--- src/rtl/seg7_scan_driver_if.sv ---
// Load handshake between the value producer and the
// seven-segment scan driver.
interface seg7_scan_driver_if;
  logic        load_valid;
  logic        load_ready;
  logic [15:0] load_data;
  logic [3:0]  load_dp;

  modport master (
    output load_valid,
    output load_data,
    output load_dp,
    input  load_ready
  );

  modport slave (
    input  load_valid,
    input  load_data,
    input  load_dp,
    output load_ready
  );
endinterface

--- src/rtl/seg7_scan_driver.sv ---
// Four-digit common-anode hex display scanner with a
// one-entry pending buffer swapped in at frame boundaries.
module seg7_scan_driver #(
  parameter int REFRESH_DIV = 100000
) (
  input  logic                clk,
  input  logic                reset,
  seg7_scan_driver_if.slave   ld,
  input  logic                blank_lz,
  output logic [3:0]          anode,
  output logic [7:0]          catode,
  output logic                frame_tick
);

  localparam int PW =
    (REFRESH_DIV > 1) ? $clog2(REFRESH_DIV) : 1;
  localparam logic [PW-1:0] LAST = PW'(REFRESH_DIV - 1);

  logic [PW-1:0] presc_q, presc_d;
  logic [1:0]    idx_q, idx_d;
  logic [15:0]   shown_q, shown_d;
  logic [3:0]    sdp_q, sdp_d;
  logic [15:0]   pend_q, pend_d;
  logic [3:0]    pdp_q, pdp_d;
  logic          full_q, full_d;
  logic [3:0]    anode_q, anode_d;
  logic [7:0]    catode_q, catode_d;
  logic          tick, wrap, xfer, accept;

  function automatic logic [6:0] seg(input logic [3:0] n);
    logic [6:0] s;
    unique case (n)
      4'h0: s = 7'h40;
      4'h1: s = 7'h79;
      4'h2: s = 7'h24;
      4'h3: s = 7'h30;
      4'h4: s = 7'h19;
      4'h5: s = 7'h12;
      4'h6: s = 7'h02;
      4'h7: s = 7'h78;
      4'h8: s = 7'h00;
      4'h9: s = 7'h10;
      4'hA: s = 7'h08;
      4'hB: s = 7'h03;
      4'hC: s = 7'h46;
      4'hD: s = 7'h21;
      4'hE: s = 7'h06;
      4'hF: s = 7'h0E;
    endcase
    return s;
  endfunction

  function automatic logic [7:0] render(
    input logic [15:0] v,
    input logic [3:0]  dp,
    input logic [1:0]  k,
    input logic        blz
  );
    logic       zhi;
    logic [3:0] nib;
    nib = v[{k, 2'b00} +: 4];
    unique case (k)
      2'd0: zhi = 1'b0;
      2'd1: zhi = (v[15:4] == 12'h000);
      2'd2: zhi = (v[15:8] == 8'h00);
      2'd3: zhi = (v[15:12] == 4'h0);
    endcase
    return {~dp[k], (blz && zhi) ? 7'h7F : seg(nib)};
  endfunction

  always_comb begin
    tick   = (presc_q == LAST);
    wrap   = tick && (idx_q == 2'd3);
    xfer   = wrap && full_q;
    accept = ld.load_valid && !full_q;

    presc_d  = tick ? '0 : presc_q + 1'b1;
    idx_d    = tick ? idx_q + 2'd1 : idx_q;
    shown_d  = xfer ? pend_q : shown_q;
    sdp_d    = xfer ? pdp_q : sdp_q;
    pend_d   = accept ? ld.load_data : pend_q;
    pdp_d    = accept ? ld.load_dp : pdp_q;
    full_d   = accept ? 1'b1 : (xfer ? 1'b0 : full_q);
    anode_d  = anode_q;
    catode_d = catode_q;

    // Render from the post-swap value so digit 0 of a
    // new frame already shows the transferred data.
    if (tick) begin
      anode_d  = ~(4'b0001 << idx_d);
      catode_d = render(shown_d, sdp_d, idx_d, blank_lz);
    end
  end

  always_ff @(posedge clk or negedge reset) begin
    if (!reset) begin
      presc_q  <= '0;
      idx_q    <= 2'd0;
      shown_q  <= 16'h0000;
      sdp_q    <= 4'h0;
      pend_q   <= 16'h0000;
      pdp_q    <= 4'h0;
      full_q   <= 1'b0;
      anode_q  <= 4'hF;
      catode_q <= 8'hFF;
    end else begin
      presc_q  <= presc_d;
      idx_q    <= idx_d;
      shown_q  <= shown_d;
      sdp_q    <= sdp_d;
      pend_q   <= pend_d;
      pdp_q    <= pdp_d;
      full_q   <= full_d;
      anode_q  <= anode_d;
      catode_q <= catode_d;
    end
  end

  assign ld.load_ready = ~full_q;
  assign anode         = anode_q;
  assign catode        = catode_q;
  assign frame_tick    = wrap;

endmodule
--- src/flat_wrapper.sv ---
// flat-port wrapper written by rule: the top's interface ports become plain ports
module seg7_scan_driver_flat 
#(
  parameter int REFRESH_DIV = 100000
)
  (clk, reset, blank_lz, anode, catode, frame_tick, ld_load_valid, ld_load_data, ld_load_dp, ld_load_ready);
  seg7_scan_driver_if ld_i ();
  input  logic clk;
  input  logic reset;
  input  logic blank_lz;
  output logic [3:0] anode;
  output logic [7:0] catode;
  output logic frame_tick;
  input wire logic [$bits(ld_i.load_valid)-1:0] ld_load_valid;
  input wire logic [$bits(ld_i.load_data)-1:0] ld_load_data;
  input wire logic [$bits(ld_i.load_dp)-1:0] ld_load_dp;
  output wire logic [$bits(ld_i.load_ready)-1:0] ld_load_ready;
  assign ld_i.load_valid = ld_load_valid;
  assign ld_i.load_data = ld_load_data;
  assign ld_i.load_dp = ld_load_dp;
  assign ld_load_ready = ld_i.load_ready;
  seg7_scan_driver #(.REFRESH_DIV(REFRESH_DIV)) u_core (.clk(clk), .reset(reset), .ld(ld_i), .blank_lz(blank_lz), .anode(anode), .catode(catode), .frame_tick(frame_tick));
endmodule
--- config.mk ---
export PLATFORM = sky130hd
export DESIGN_NAME = seg7_scan_driver_flat
export DESIGN_NICKNAME = d
export VERILOG_FILES = /design/src/rtl/seg7_scan_driver_if.sv /design/src/rtl/seg7_scan_driver.sv /design/src/flat_wrapper.sv
export SDC_FILE = /design/constraint.sdc
export NUM_CORES = 1
export LEC_CHECK = 0
export CORE_MARGIN = 2
export CORE_UTILIZATION = 38
export CTS_BUF_LIST = sky130_fd_sc_hd__clkbuf_8
export DETAILED_ROUTE_END_ITERATION = 6
export GPL_ROUTABILITY_DRIVEN = 0
export PLACE_DENSITY = 0.58
export SKIP_CTS_REPAIR_TIMING = 1
export SLEW_MARGIN = 30
export SYNTH_ARGS = -nofsm -noshare
export SYNTH_HDL_FRONTEND = slang
export SYNTH_SLANG_ARGS = --single-unit
--- constraint.sdc ---
create_clock -name clk -period 3.1 [get_ports clk]
set_input_delay 0.62 -clock clk [delete_from_list [all_inputs] [get_ports clk]]
set_output_delay 0.62 -clock clk [all_outputs]
set_load 0.1 [all_outputs]
==> flow_summary.json, run 1 <==
{
  "drc": 0,
  "synth_simple_gate_area_share_pct": 23.2,
  "asyncSetResetFlopFracSynth_pct": 100,
  "cellPowerDensity_mw_per_mm2": 386,
  "peakVddDrop_mv": 0.260,
  "worstMarginPinSlew_ps": 740,
  "yosys-top-cells-area": "sky130_fd_sc_hd__dfrtp_1 (38%), sky130_fd_sc_hd__dfstp_2 (8.0%), sky130_fd_sc_hd__mux2_2 (7.2%)",
  "grt_start_max_net_pins": 43,
  "share_comb_of_total_power_pct": 4.5,
  "buffer_ports.inserted": 37,
  "p_leak_nw": 2.09,
  "synth-warning-count": 0,
  "number_of_antenna_violations_at_the_first_check_in_global_routing": 0,
  "global_router_s_overall_resource_usage_pct": 16.9,
  "diodes": 0,
  "synthXorXnorAreaFrac_pct": 4.02,
  "number_of_global_route_vias_before_repair": 3001,
  "yosysUniqueCellTypes": 62,
  "max_freq_ghz": 0.332,
  "setup_viol": 0,
  "design.final.nets": 480,
  "synth.top_cell.area_share_pct": 38.3,
  "timing.reg2reg.worst_path_depth": 12,
  "drt-initial-drc-count": 95,
  "cp.arrival_ps": 3290,
  "critical_path.max_stage_delay_ps": 460,
  "worstSkewPairLatency_ps": 360,
  "initial_utilization_pct": 38.5,
  "tritoncts_num_sinks": 72,
  "ant_nets": 0,
  "max_slew_margin_pct": 50.6,
  "totalWireLength_um": 8730,
  "mappedNetlistNets": 425,
  "regToRegSetupSlack_ps": 80,
  "synth_area_mm2": 0.00393,
  "cp_num_buf_inv": 0,
  "total_via_count_after_detailed_routing": 2990,
  "cts_tree": "done",
  "sum_of_negative_setup_slack_ps": 0,
  "worst_path_clk_slew_ps": 80,
  "area_growth_syn_to_layout_pct": 20.6,
  "critical_path.cell_chain": "ha_2, and4_4, and4_4, mux2i_1, o32ai_1, or3_2, o31a_1, ha_2, or3b_2, o211ai_1, a32o_2, a21oi_1",
  "placementRows": 37,
  "final_count_of_pins_violating_max_slew": 0,
  "status": "completed",
  "wire_length_of_the_first_global_routing_pass_um": 14900,
  "clockPowerShare_pct": 40.9,
  "path_max_fanout": 5,
  "detail_routed_via_count_per_cell": 5.08,
  "netSwitchingFraction_pct": 23.8,
  "overflow": 0,
  "synth.area.mux_share_pct": 10.6,
  "timing_hold_violations_final": 0,
  "switching_pwr_mw": 0.435,
  "dp_slack_ps": 24.0,
  "crit_family": "simple AND/OR/NAND/NOR gates",
  "clock_skew_ps": 13.4,
  "layout-drive-gt1-share_pct": 27.4,
  "synthAdderAreaFrac_pct": 2.55,
  "htree_num_levels": 3,
  "fp.dieW_um": 106,
  "drv.max_cap_violation_count": 0,
  "synth_edf_count": 0,
  "synth_compound_area_share_pct": 8.54,
  "worst_setup_slack_final_ps": 84.8,
  "fin_crit_sh_pct": 97.3,
  "end_kind": "flop",
  "worst_ep_required_time_ps": 3370,
  "seqPwrFrac_pct": 54.7,
  "synthFlopType": "sky130_fd_sc_hd__dfrtp_1",
  "dieArea_mm2": 0.0112,
  "post_drt_wl_per_cell_um": 14.8,
  "cell_internal_pwr_mw": 1.39,
  "first_pass_iters": 4,
  "worstReg2RegEnd": "u_core.catode[0]$_DFFE_PN1N_",
  "ios": 38,
  "cts_inserted_buffers": 9,
  "num-fill-cells": 1007,
  "ys_ff_latch": 72,
  "hpwlAfterDp_um": 6350,
  "worstSetupStartpoint": "u_core.presc_q[1]$_DFF_PN0_",
  "post_synth_inst_count": 393,
  "synth_sequential_area_ratio_pct": 46.3,
  "crit_type": "flop to flop",
  "design.core.area_mm2": 0.0102,
  "syn-mean-instance-area_um2": 9.99,
  "clockBufferDepth": 2,
  "worst_r2r_startpoint": "u_core.presc_q[1]$_DFF_PN0_",
  "synth_top_family_by_area": "simple AND/OR/NAND/NOR gates",
  "yosys.area.top_type": "sky130_fd_sc_hd__dfrtp_1",
  "worst_path_max_delay_cell": "sky130_fd_sc_hd__or3b_2",
  "utilization_pct": 46.5,
  "dieHeight_um": 106,
  "min_path_type": "input port to async pin",
  "final.min_clock_period_ps": 3020,
  "cp-start-kind": "flop",
  "root_buffer_cell": "sky130_fd_sc_hd__clkbuf_8"
}
worst register-to-register path, cell delays in order (launching register included):
cell	delay, ps
sky130_fd_sc_hd__dfrtp_1	360
sky130_fd_sc_hd__ha_2	210
sky130_fd_sc_hd__and4_4	260
sky130_fd_sc_hd__and4_4	280
sky130_fd_sc_hd__mux2i_1	210
sky130_fd_sc_hd__o32ai_1	90
sky130_fd_sc_hd__or3_2	450
sky130_fd_sc_hd__o31a_1	140
sky130_fd_sc_hd__ha_2	190
sky130_fd_sc_hd__or3b_2	460
sky130_fd_sc_hd__o211ai_1	90
sky130_fd_sc_hd__a32o_2	140
sky130_fd_sc_hd__a21oi_1	60
metrics by stage:
step / cells / power [mW] / hold slack (ps) / cell area [um2]
after detailed placement: 567 / 1.10 / 453 / 4470
after floorplan: 393 / 1.04 / 324 / 3930
final: 589 / 1.83 / 328 / 4730
after global placement: 567 / 1.10 / 445 / 4470
after global routing: 589 / 1.91 / 376 / 4730
after CTS: 583 / 1.85 / 340 / 4670
registers in the layout, summed over array words and instances, names as in the netlist:
register and cells:
u_core.presc_q 17, u_core.pend_q 16, u_core.shown_q 16, u_core.catode 8, u_core.anode 4, u_core.pdp_q 4, u_core.sdp_q 4, u_core.idx_q 2
u_core.full_q 1
cell type report:
| class | instances | area [um2] | share of cell area, % |
|---|---|---|---|
| Clock buffer | 9 | 124 | 2.62 |
| Clock inverter | 7 | 71.3 | 1.51 |
| Inverter | 9 | 33.8 | 0.714 |
| Multi-Input combinational cell | 290 | 1940 | 41.1 |
| Sequential cell | 72 | 1820 | 38.4 |
| Tap cell | 136 | 170 | 3.60 |
| Timing Repair Buffer | 66 | 573 | 12.1 |
Yosys cell counts, types with 2 or more instances:
master                     instances
sky130_fd_sc_hd__xor2_1           10
sky130_fd_sc_hd__nand2_1          75
sky130_fd_sc_hd__and4_4            2
sky130_fd_sc_hd__ha_1              8
sky130_fd_sc_hd__or3_1             7
sky130_fd_sc_hd__mux2i_1           6
sky130_fd_sc_hd__mux2_2           25
sky130_fd_sc_hd__nand4_1           6
sky130_fd_sc_hd__xnor2_1           8
sky130_fd_sc_hd__nand3_1          11
sky130_fd_sc_hd__buf_6             3
sky130_fd_sc_hd__o211ai_2          2
sky130_fd_sc_hd__and3_1            3
sky130_fd_sc_hd__a21oi_1           8
sky130_fd_sc_hd__nor2_1           41
sky130_fd_sc_hd__buf_1             3
sky130_fd_sc_hd__o21ai_0          10
sky130_fd_sc_hd__clkbuf_8          3
sky130_fd_sc_hd__o21a_1            3
sky130_fd_sc_hd__buf_2             4
sky130_fd_sc_hd__or4_1             3
sky130_fd_sc_hd__mux2_4            2
sky130_fd_sc_hd__nor2b_1           2
sky130_fd_sc_hd__o32ai_1           2
sky130_fd_sc_hd__nor4_1            5
sky130_fd_sc_hd__a31oi_1           8
sky130_fd_sc_hd__and2_1            3
sky130_fd_sc_hd__o211ai_1          2
sky130_fd_sc_hd__or3b_2            2
sky130_fd_sc_hd__dfrtp_1          60
sky130_fd_sc_hd__inv_1             7
sky130_fd_sc_hd__dfstp_2          12
sky130_fd_sc_hd__o221ai_1          2
sky130_fd_sc_hd__nor4b_1           2
sky130_fd_sc_hd__clkbuf_1          7
sky130_fd_sc_hd__a32o_1            2
sky130_fd_sc_hd__nor3_1            9
routing by layer:
layer	share of wire, %	wire length [um]	up-vias	global-route usage (%)
met5	0	0	-	0
met2	47	4080	60	27.1
met3	3.9	341	9	4.76
met4	1.1	97	0	4.14
li1	-	-	1472	-
met1	48	4220	1449	22.8
power by group through the flow:
stage | registers [mW] | logic [mW] | clock network (mW)
after floorplan | 1.01 | 0.0307 | 0
after global placement | 1.02 | 0.0822 | 0
after detailed placement | 1.02 | 0.0840 | 0
after CTS | 0.999 | 0.0846 | 0.769
after global routing | 1.01 | 0.0920 | 0.811
final | 0.999 | 0.0818 | 0.747
cell families after synthesis:
family | count (synthesis)
simple gates | 182
flops | 72
compound gates | 47
mux | 35
buf+inv | 31
xor+xnor | 18
fa+ha+maj | 8
layout by cell type (no fill, tap or decap), types with 5 or more instances in the layout:
master | synthesis | final
sky130_fd_sc_hd__a21oi_1 | 8 | 7
sky130_fd_sc_hd__a31oi_1 | 8 | 8
sky130_fd_sc_hd__buf_4 | 1 | 41
sky130_fd_sc_hd__clkbuf_8 | 3 | 9
sky130_fd_sc_hd__clkdlybuf4s50_1 | 0 | 22
sky130_fd_sc_hd__dfrtp_1 | 60 | 60
sky130_fd_sc_hd__dfstp_2 | 12 | 12
sky130_fd_sc_hd__ha_1 | 8 | 5
sky130_fd_sc_hd__inv_1 | 7 | 8
sky130_fd_sc_hd__mux2_2 | 25 | 25
sky130_fd_sc_hd__mux2i_1 | 6 | 6
sky130_fd_sc_hd__nand2_1 | 75 | 75
sky130_fd_sc_hd__nand3_1 | 11 | 11
sky130_fd_sc_hd__nand4_1 | 6 | 6
sky130_fd_sc_hd__nor2_1 | 41 | 41
sky130_fd_sc_hd__nor3_1 | 9 | 9
sky130_fd_sc_hd__nor4_1 | 5 | 5
sky130_fd_sc_hd__o21ai_0 | 10 | 9
sky130_fd_sc_hd__or3_1 | 7 | 7
sky130_fd_sc_hd__xnor2_1 | 8 | 8
sky130_fd_sc_hd__xor2_1 | 10 | 10
how the worst max path moves through the flow:
stage | to | slack (ps) | cells after the start
global route | u_core.catode[3]$_DFFE_PN1N_ | -20 | 14
finish | u_core.catode[0]$_DFFE_PN1N_ | 80 | 12
global placement | u_core.catode[0]$_DFFE_PN1N_ | 70 | 12
floorplan | u_core.catode[0]$_DFFE_PN1N_ | 3 | 14
CTS | u_core.catode[0]$_DFFE_PN1N_ | -10 | 12
detailed placement | u_core.catode[0]$_DFFE_PN1N_ | 20 | 12
(Power assumes the default switching activity.)
==> run 2, diff against run 1 <==
Settings changed: TNS_END_PERCENT set to 10.
==> results of run 2 <==
The final DEF is identical to that of run 1; final timing and power are the same.
==> run 3, diff against run 2 <==
Settings changed: GPL_TIMING_DRIVEN set to 0.
Clock period 3.1 ns to 2.5 ns, I/O delays scaled along.
==> run 3 against run 2 <==
Compared with the run above:
- the flow now finishes with violations (negative setup slack)
- clock skew down 2.2 ps
- sequential power up 24%
- global-route usage grew 0.48 points
- via count is 1.6% higher
- register-to-register slack worse by 520 ps
- clock power grew 4.1%
- critical path depth unchanged
- count of clock-buffer cells in the layout stayed put
- non-clock buffer count rose by 1
- largest cell class unchanged
- worst hold slack got worse by 260 ps
- power up 16%
==> flow_summary.json, run 3 (same netlist as run 1, synthesis figures left out) <==
{
  "regMostFlops": "u_core.presc_q",
  "rsz0062_at_grt": "true",
  "sum_of_negative_setup_slack_ps": -2200,
  "max_slew_margin_pct": 33.8,
  "critical_path.max_stage_delay_ps": 420,
  "first_pass_iters": 4,
  "clockPowerShare_pct": 36.7,
  "worst_setup_slack_final_ps": -438,
  "drt-initial-drc-count": 161,
  "detail_routed_via_count_per_cell": 5.15,
  "design.final.nets": 481,
  "p_leak_nw": 2.21,
  "placementRows": 37,
  "crit_family": "simple AND/OR/NAND/NOR gates",
  "totalWireLength_um": 8940,
  "cts_inserted_buffers": 9,
  "largest_register_ff_count": 17,
  "switching_pwr_mw": 0.510,
  "overflow": 0,
  "placed_cell_area_mm2": 0.00450,
  "clock_skew_ps": 11.2,
  "ios": 38,
  "cellPowerDensity_mw_per_mm2": 439,
  "global_router_s_overall_resource_usage_pct": 17.4,
  "final_design_area_excluding_fillers_mm2": 0.00483,
  "finalNonFillerCells": 590,
  "timing_hold_violations_final": 0,
  "dieHeight_um": 106,
  "fin_crit_sh_pct": 118,
  "failed_checks": "negative setup slack",
  "final_count_of_pins_violating_max_slew": 0,
  "path_max_fanout": 7,
  "layout.cells.most_common": "sky130_fd_sc_hd__nand2_1",
  "area_growth_syn_to_layout_pct": 23.1,
  "peakVddDrop_mv": 0.215,
  "biggestRegsByFlops": "u_core.presc_q: 17 flops, u_core.pend_q: 16 flops, u_core.shown_q: 16 flops",
  "min_path_type": "input port to async pin",
  "drv.max_cap_violation_count": 0,
  "worstSkewPairLatency_ps": 350,
  "number_of_global_route_vias_before_repair": 3027,
  "root_buffer_cell": "sky130_fd_sc_hd__clkbuf_8",
  "post-place-cells": 567,
  "worst_ep_required_time_ps": 2780,
  "cts_tree": "done",
  "diodes": 0,
  "worst_path_clk_slew_ps": 80,
  "ant_nets": 0,
  "number_of_antenna_violations_at_the_first_check_in_global_routing": 0,
  "post_drt_wl_per_cell_um": 15.2,
  "netSwitchingFraction_pct": 24.0,
  "crit_top_cell": "sky130_fd_sc_hd__and4_4",
  "max_freq_ghz": 0.340,
  "dieArea_mm2": 0.0112,
  "drc": 0,
  "layout-drive-gt1-share_pct": 25.1,
  "share_comb_of_total_power_pct": 4.8,
  "worst_path_max_delay_cell": "sky130_fd_sc_hd__dfrtp_1",
  "cp-start-kind": "flop",
  "dp_slack_ps": -877,
  "buffer_ports.inserted": 37,
  "wire_length_of_the_first_global_routing_pass_um": 15300,
  "total_via_count_after_detailed_routing": 3037,
  "status": "complete, but fails checks",
  "cp_num_buf_inv": 0,
  "cp.arrival_ps": 3220,
  "htree_num_levels": 3,
  "crit_type": "flop to flop",
  "num-fill-cells": 975,
  "setup_viol": 7,
  "grt_start_max_net_pins": 43,
  "mostFrequentLayoutCells": "sky130_fd_sc_hd__nand2_1 (73), sky130_fd_sc_hd__dfrtp_1 (59), sky130_fd_sc_hd__nor2_1 (41)",
  "end_kind": "flop",
  "tritoncts_num_sinks": 72,
  "critical_path.cell_chain": "ha_4, and4_4, and4_4, mux2i_1, o32ai_1, or3_4, o31a_1, ha_2, or3b_4, o211ai_1, a32o_2, a21oi_2",
  "hpwlAfterDp_um": 6510,
  "fp.dieW_um": 106,
  "cell_internal_pwr_mw": 1.61,
  "worstMarginPinSlew_ps": 992,
  "design.core.area_mm2": 0.0102,
  "seqPwrFrac_pct": 58.5,
  "initial_utilization_pct": 38.5,
  "clockBufferDepth": 2,
  "final.min_clock_period_ps": 2940
}
-- run 3: metrics by stage --
step	hold WS [ps]	util, %	power, mW
floorplan	204	-	1.28
global placement	445	44.0	1.36
detailed placement	452	44.2	1.37
CTS	78.4	45.7	2.15
global route	92.9	47.4	2.22
finish	73.0	47.4	2.12
-- run 3: final timing paths --
kind	endpoint	from	slack (ps)	cells past startpoint
min	u_core.presc_q[12]$_DFF_PN0_	reset	70	1
min reg2reg	u_core.sdp_q[2]$_DFF_PN0_	u_core.sdp_q[2]$_DFF_PN0_	460	2
max	u_core.catode[0]$_DFFE_PN1N_	u_core.presc_q[0]$_DFF_PN0_	-440	12
max reg2reg	u_core.catode[0]$_DFFE_PN1N_	u_core.presc_q[0]$_DFF_PN0_	-440	12
min in group clk	u_core.sdp_q[2]$_DFF_PN0_	u_core.sdp_q[2]$_DFF_PN0_	460	2
max in group asynchronous	u_core.catode[7]$_DFFE_PN1N_	reset	1820	2
-- run 3: worst register-to-register path: cells and delay by family, from the launching register on --
family,cells,cell delay (ps)
muxes,1,210
and+or+nand+nor,4,1240
DFF,1,420
adders and majority gates,2,380
AOI/OAI and AO/OA,5,600
-- run 3: final cells by class --
cell class	count	area, um2	area share (%)
tap	136	170	3.52
sequential	72	1820	37.6
inverter	9	33.8	0.699
buffer	20	146	3.03
multi-input combinational	290	2020	41.7
clock inverter	7	33.8	0.699
timing repair buffer	47	489	10.1
clock buffer	9	124	2.56
-- run 3: per-layer routing --
layer / track usage [%] / share of wire (%)
met4: 7.33 / 2.4
met5: 0 / 0
met1: 24.5 / 48
met2: 26.3 / 44
met3: 3.40 / 5.0
-- run 3: power groups by stage --
stage                     Sequential (mW)  Combinational (mW)  Clock [mW]
final                                1.24               0.103       0.778
after global routing                 1.25               0.117       0.854
after CTS                            1.24               0.106       0.804
after detailed placement             1.26               0.106           0
after global placement               1.26              0.0994           0
after floorplan                      1.25              0.0380           0
